### config.mk
export PLATFORM = sky130hd
export DESIGN_NAME = msf_frame_encoder_flat
export DESIGN_NICKNAME = d
export VERILOG_FILES = /design/src/rtl/msf_frame_encoder_if.sv /design/src/rtl/msf_frame_encoder.sv /design/src/flat_wrapper.sv
export SDC_FILE = /design/constraint.sdc
export NUM_CORES = 1
export LEC_CHECK = 0
export BUFFER_PORTS_ARGS = -buffer_cell sky130_fd_sc_hd__buf_2
export CELL_PAD_IN_SITES_DETAIL_PLACEMENT = 0
export CELL_PAD_IN_SITES_GLOBAL_PLACEMENT = 1
export CORE_ASPECT_RATIO = 0.75
export CORE_MARGIN = 1
export CORE_UTILIZATION = 40
export DETAILED_ROUTE_END_ITERATION = 7
export PLACE_DENSITY_LB_ADDON = 0.1
export RECOVER_POWER = 100
export SLEW_MARGIN = 10
export SYNTH_ARGS = -nofsm -noshare
export SYNTH_HDL_FRONTEND = slang
export SYNTH_SLANG_ARGS = --single-unit
### constraint.sdc
create_clock -name clk_i -period 2.7 [get_ports clk_i]
set_clock_uncertainty 0.1 [all_clocks]
set_input_delay 0.405 -clock clk_i [delete_from_list [all_inputs] [get_ports clk_i]]
set_output_delay 0.405 -clock clk_i [all_outputs]
set_load 0.02 [all_outputs]
### src/rtl/msf_frame_encoder_if.sv
// Bus between the MSF frame encoder and whatever drives its tick/control/time inputs.
// The master side supplies tick, start/stop and the BCD time; the slave side returns carrier and status.
interface msf_frame_encoder_if;
  logic        tick_i;
  logic        start_i;
  logic        stop_i;
  logic [12:0] time_i;
  logic        carrier_o;
  logic        busy_o;
  logic [5:0]  sec_o;
  logic        frame_o;

  modport master (
    output tick_i, start_i, stop_i, time_i,
    input  carrier_o, busy_o, sec_o, frame_o
  );

  modport slave (
    input  tick_i, start_i, stop_i, time_i,
    output carrier_o, busy_o, sec_o, frame_o
  );
endinterface

### src/rtl/msf_frame_encoder.sv
// MSF time-code transmitter: walks a 60 s frame in 100 ms steps and keys the carrier
// from the latched BCD hh:mm. Optionally advances the minute at every frame wrap.
//
//   state | meaning
//   IDLE  | carrier on, position held at s0 t0, waiting for start
//   RUN   | transmitting; position advances on tick
module msf_frame_encoder #(
  parameter bit AUTO_INC = 1'b1
) (
  input logic clk_i,
  input logic rst_i,
  msf_frame_encoder_if.slave bus
);

  typedef enum logic {IDLE, RUN} state_t;

  state_t      state;
  logic [3:0]  tenth;
  logic [5:0]  sec;
  logic [12:0] tm;

  logic [3:0]  tenth_nx;
  logic [5:0]  sec_nx;
  logic        wrap;
  logic [12:0] tm_inc;
  logic [12:0] tm_wrap;

  logic [1:0] hr_t;
  logic [3:0] hr_u;
  logic [2:0] mn_t;
  logic [3:0] mn_u;

  assign {hr_t, hr_u, mn_t, mn_u} = tm;

  always_comb begin
    wrap     = 1'b0;
    tenth_nx = tenth + 4'd1;
    sec_nx   = sec;
    if (tenth >= 4'd9) begin
      tenth_nx = 4'd0;
      if (sec >= 6'd59) begin
        sec_nx = 6'd0;
        wrap   = 1'b1;
      end else begin
        sec_nx = sec + 6'd1;
      end
    end
  end

  // >= compares make any out-of-range digit fall back to 0 on the next increment
  always_comb begin
    tm_inc = tm;
    if (mn_u < 4'd9) begin
      tm_inc[3:0] = mn_u + 4'd1;
    end else begin
      tm_inc[3:0] = 4'd0;
      if (mn_t < 3'd5) begin
        tm_inc[6:4] = mn_t + 3'd1;
      end else begin
        tm_inc[6:4] = 3'd0;
        if (hr_t >= 2'd2 && hr_u >= 4'd3) begin
          tm_inc[12:7] = 6'd0;
        end else if (hr_u < 4'd9) begin
          tm_inc[10:7] = hr_u + 4'd1;
        end else begin
          tm_inc[10:7]  = 4'd0;
          tm_inc[12:11] = hr_t + 2'd1;
        end
      end
    end
    tm_wrap = AUTO_INC ? tm_inc : bus.time_i;
  end

  // A39..A51 map straight onto time bits 12..0
  function automatic logic carrier_at(input logic [5:0] s, input logic [3:0] t,
                                      input logic [12:0] code);
    logic       a;
    logic       b;
    logic       on;
    logic [5:0] idx;
    a   = 1'b0;
    b   = 1'b0;
    idx = 6'd51 - s;
    if (s >= 6'd39 && s <= 6'd51)      a = code[idx[3:0]];
    else if (s >= 6'd53 && s <= 6'd58) a = 1'b1;
    if (s >= 6'd54 && s <= 6'd56)      b = 1'b1;
    else if (s == 6'd57)               b = ~(^code);
    if (s == 6'd0)       on = (t >= 4'd5);
    else if (t == 4'd0)  on = 1'b0;
    else if (t == 4'd1)  on = ~a;
    else if (t == 4'd2)  on = ~b;
    else                 on = 1'b1;
    return on;
  endfunction

  always_ff @(posedge clk_i) begin
    if (rst_i) begin
      state         <= IDLE;
      tenth         <= 4'd0;
      sec           <= 6'd0;
      tm            <= 13'd0;
      bus.carrier_o <= 1'b1;
      bus.busy_o    <= 1'b0;
      bus.sec_o     <= 6'd0;
      bus.frame_o   <= 1'b0;
    end else begin
      bus.frame_o <= 1'b0;
      case (state)
        IDLE: begin
          if (bus.start_i) begin
            state         <= RUN;
            tm            <= bus.time_i;
            tenth         <= 4'd0;
            sec           <= 6'd0;
            bus.carrier_o <= 1'b0;
            bus.busy_o    <= 1'b1;
            bus.sec_o     <= 6'd0;
            bus.frame_o   <= 1'b1;
          end
        end
        RUN: begin
          if (bus.stop_i) begin
            state         <= IDLE;
            tenth         <= 4'd0;
            sec           <= 6'd0;
            bus.carrier_o <= 1'b1;
            bus.busy_o    <= 1'b0;
            bus.sec_o     <= 6'd0;
          end else if (bus.tick_i) begin
            tenth         <= tenth_nx;
            sec           <= sec_nx;
            bus.sec_o     <= sec_nx;
            bus.carrier_o <= carrier_at(sec_nx, tenth_nx, wrap ? tm_wrap : tm);
            if (wrap) begin
              tm          <= tm_wrap;
              bus.frame_o <= 1'b1;
            end
          end
        end
        default: state <= IDLE;
      endcase
    end
  end

endmodule

### src/flat_wrapper.sv
// flat-port wrapper written by rule: the top's interface ports become plain ports
module msf_frame_encoder_flat 
#(
  parameter bit AUTO_INC = 1'b1
)
  (clk_i, rst_i, bus_tick_i, bus_start_i, bus_stop_i, bus_time_i, bus_carrier_o, bus_busy_o, bus_sec_o, bus_frame_o);
  msf_frame_encoder_if bus_i ();
  input logic clk_i;
  input logic rst_i;
  input wire logic [$bits(bus_i.tick_i)-1:0] bus_tick_i;
  input wire logic [$bits(bus_i.start_i)-1:0] bus_start_i;
  input wire logic [$bits(bus_i.stop_i)-1:0] bus_stop_i;
  input wire logic [$bits(bus_i.time_i)-1:0] bus_time_i;
  output wire logic [$bits(bus_i.carrier_o)-1:0] bus_carrier_o;
  output wire logic [$bits(bus_i.busy_o)-1:0] bus_busy_o;
  output wire logic [$bits(bus_i.sec_o)-1:0] bus_sec_o;
  output wire logic [$bits(bus_i.frame_o)-1:0] bus_frame_o;
  assign bus_i.tick_i = bus_tick_i;
  assign bus_i.start_i = bus_start_i;
  assign bus_i.stop_i = bus_stop_i;
  assign bus_i.time_i = bus_time_i;
  assign bus_carrier_o = bus_i.carrier_o;
  assign bus_busy_o = bus_i.busy_o;
  assign bus_sec_o = bus_i.sec_o;
  assign bus_frame_o = bus_i.frame_o;
  msf_frame_encoder #(.AUTO_INC(AUTO_INC)) u_core (.clk_i(clk_i), .rst_i(rst_i), .bus(bus_i));
endmodule
==> impl_metrics.yaml <==
cts:
  cts_root_buffer: "clkbuf_8"
  cts.sinks: 27
  clk_pin_slew_ns: 0.11
  cts_tree: "built"
  clock_latency_ns: 0.28
  clockBufferDepth: 2
  h-tree-depth: 1
  cts_made_buffers: 3
routing:
  drtIter0Drc: 135
  vias_per_cell: 5.76
  routed_wl_um: 8550
  drc: 0
  ant_nets: 0
  firstDrtPassIters: 5
  vias: 2922
  wl_per_cell_um: 16.9
timing:
  finalCritPeriodShare_pct: 101
  worst_pin_slew_ns: 1.12
  maxSlewHeadroom_pct: 25.2
  finalSetupViolCount: 1
  final_max_slew_viol_count: 0
  finalHoldViolCount: 0
  period_needed_ns: 2.73
  worst_slack_ns: -0.0308
  rsz0062_at_grt: "true"
  setup_tns_ns: -0.0308
  timing.fmax_mhz: 366
synth:
  ys_warn_count: 0
  yosysSeqAreaShare_pct: 20.5
  synth_seq_cells: 27
  synth_edf_count: 0
  syn_area_mm2: 0.00263
  synth_nets: 382
  async_reset_ff_share_pct: 0
  postSynthAreaPerCell_um2: 7.50
  syn_inst: 351
  synth_flop_cell: "dfxtp_1"
  synth.distinct_cells: 76
global_routing:
  grt_max_degree: 28
  grt_pass1_wl_um: 13700
  grt-ovfl-total: 0
  grt_pass1_vias: 2672
  track_usage_pct: 25.4
  antenna_found_initial: 0
power:
  vdd_drop_max_mv: 0.197
  p_per_area_mw_per_mm2: 306
  p_leak_nw: 1.41
floorplan:
  start_util_pct: 41.7
  ioPinCount: 27
  rows: 25
  die_w_um: 95.7
  fp.dieH_um: 72.3
  dieArea_mm2: 0.00692
  core_mm2: 0.00632
critical_path:
  cp_data_required_time_ns: 2.76
  crit_type: "flip-flop to flip-flop"
  ff2ff_path_depth: 13
  cp.arrival_ns: 2.79
  worstReg2RegEnd: "u_core.bus.carrier_o"
  critPathMaxFanout: 5
  critPathLaunchType: "flip-flop"
  end_kind: "flip-flop"
  reg2reg_slack_ns: -0.03
  rr_startpoint: "u_core.tenth[0]"
run_status:
  outcome: "finished with violations"
  failed_checks: "negative setup slack"
cells_and_area:
  final_common_cell: "buf_4"
  final_layout_size_suffix_gt1_share_pct: 33.8
  layout.cells.non_filler: 507
  nFillCells: 618
  diodes: 0
  finalInstanceArea_mm2: 0.00352
  final_cell_mix: "62 x buf_4, 53 x nor2_1, 26 x nand2_1, 26 x a21oi_1"
  fin_nets: 458
  final_util_pct: 55.6
  area_growth_pct: 33.5
run:
  max-cap-violations: 0
place:
  place_congestion: 0.911
  port_buffers: 26
  place_area_mm2: 0.00317
  dp.final_hpwl_um: 6130
  placedCellCount: 490
  place_ws_ns: -0.168
worst_hold_path:
  min_delay_path_depth: 3
  hold_start: "bus_time_i[3]"
  holdPathEnd: "u_core.tm[3]"
  hold_class: "input port to flip-flop"
-- cell type report --
class,instances,area [µm²],share of cell area [%]
timing repair buffer,93,616,17.5
tap,81,101,2.88
clock buffer,4,45.0,1.28
inverter,19,78.8,2.24
sequential,27,558,15.9
multi-input combinational,283,2120,60.2
-- critical path, cell delays in order, from the launching register on --
cell and delay [ns]:
dfxtp_4 0.40, inv_4 0.05, ha_4 0.15, or3b_4 0.30
o211ai_1 0.12, a22oi_2 0.26, buf_4 0.16, inv_2 0.03
ha_2 0.17, a311oi_2 0.22, a41oi_1 0.09, o32a_1 0.36
o311ai_1 0.08, a22oi_1 0.12
-- how the worst max path moves through the flow --
stage                          from              endpoint  slack, ns  depth (start not counted)
finish              u_core.tenth[0]  u_core.bus.carrier_o      -0.03                         13
global route        u_core.tenth[0]  u_core.bus.carrier_o      -0.15                         13
CTS                 u_core.tenth[1]  u_core.bus.carrier_o      0.003                         10
detailed placement  u_core.tenth[0]  u_core.bus.carrier_o      -0.17                         12
global placement    u_core.tenth[0]  u_core.bus.carrier_o      -0.10                         13
floorplan           u_core.tenth[0]  u_core.bus.carrier_o     0.0009                         13
-- stage by stage --
| step | hold slack, ns | total power (W) |
|---|---|---|
| global placement | 0.366 | 0.000792 |
| global route | 0.348 | 0.00113 |
| floorplan | 0.365 | 0.000703 |
| detailed placement | 0.379 | 0.000795 |
| CTS | 0.325 | 0.00106 |
| finish | 0.335 | 0.00107 |
-- state kept, by name (all words and copies together) (netlist names) --
name and flops:
u_core.bus.busy_o 1, u_core.tenth 4, u_core.bus.frame_o 1, u_core.tm 13
u_core.state 1, u_core.bus.sec_o 6, u_core.bus.carrier_o 1
-- cells in the mapped netlist (4+ instances only) --
cell	instances	area, µm²
a22oi_1	11	82.6
nor3_1	7	35.0
inv_1	19	71.3
a211oi_1	10	75.1
o21ai_0	12	60.1
xor2_1	5	43.8
xnor2_1	5	43.8
and3_1	5	31.3
buf_6	4	45.0
nor4_1	4	25.0
a41oi_1	4	35.0
a311oi_1	7	61.3
nand2b_1	4	25.0
nor2_1	54	203
nand2_1	26	97.6
clkbuf_1	11	41.3
ha_1	13	163
nand3_1	6	30.0
a31oi_1	5	31.3
dfxtp_1	27	541
o211ai_1	5	37.5
a21oi_1	27	135
-- cell families after synthesis --
family	count (synthesis)	synth area share, %
multiplexers	5	2.42
buffers and inverters	42	7.93
AND/OR/NAND/NOR	135	25.8
XOR/XNOR	12	5.04
adder cells (fa/ha/maj)	13	6.18
flip-flops	27	20.5
AO/OA/AOI/OAI	117	32.1
-- power by group --
part | internal [W] | total, W | switching [W]
combinational | 0.000176 | 0.000374 | 0.000198
sequential | 0.000418 | 0.000446 | 0.0000289
clock | 0.000106 | 0.000254 | 0.000148
-- metal layers --
| metal | global-route usage, % | part of all wire (%) |
|---|---|---|
| met1 | 38.1 | 50 |
| met2 | 37.5 | 41 |
| met3 | 5.14 | 7.0 |
| met4 | 4.81 | 1.1 |
| met5 | 0 | 0 |
-- timing repair --
item,in CTS,in global routing
resized for setup,24,28
setup buffers,9,3
hold buffers,0,0
gates cloned,1,0
endpoints found under the setup margin,1,2
pin swaps,13,22
(Power assumes the default switching activity.)
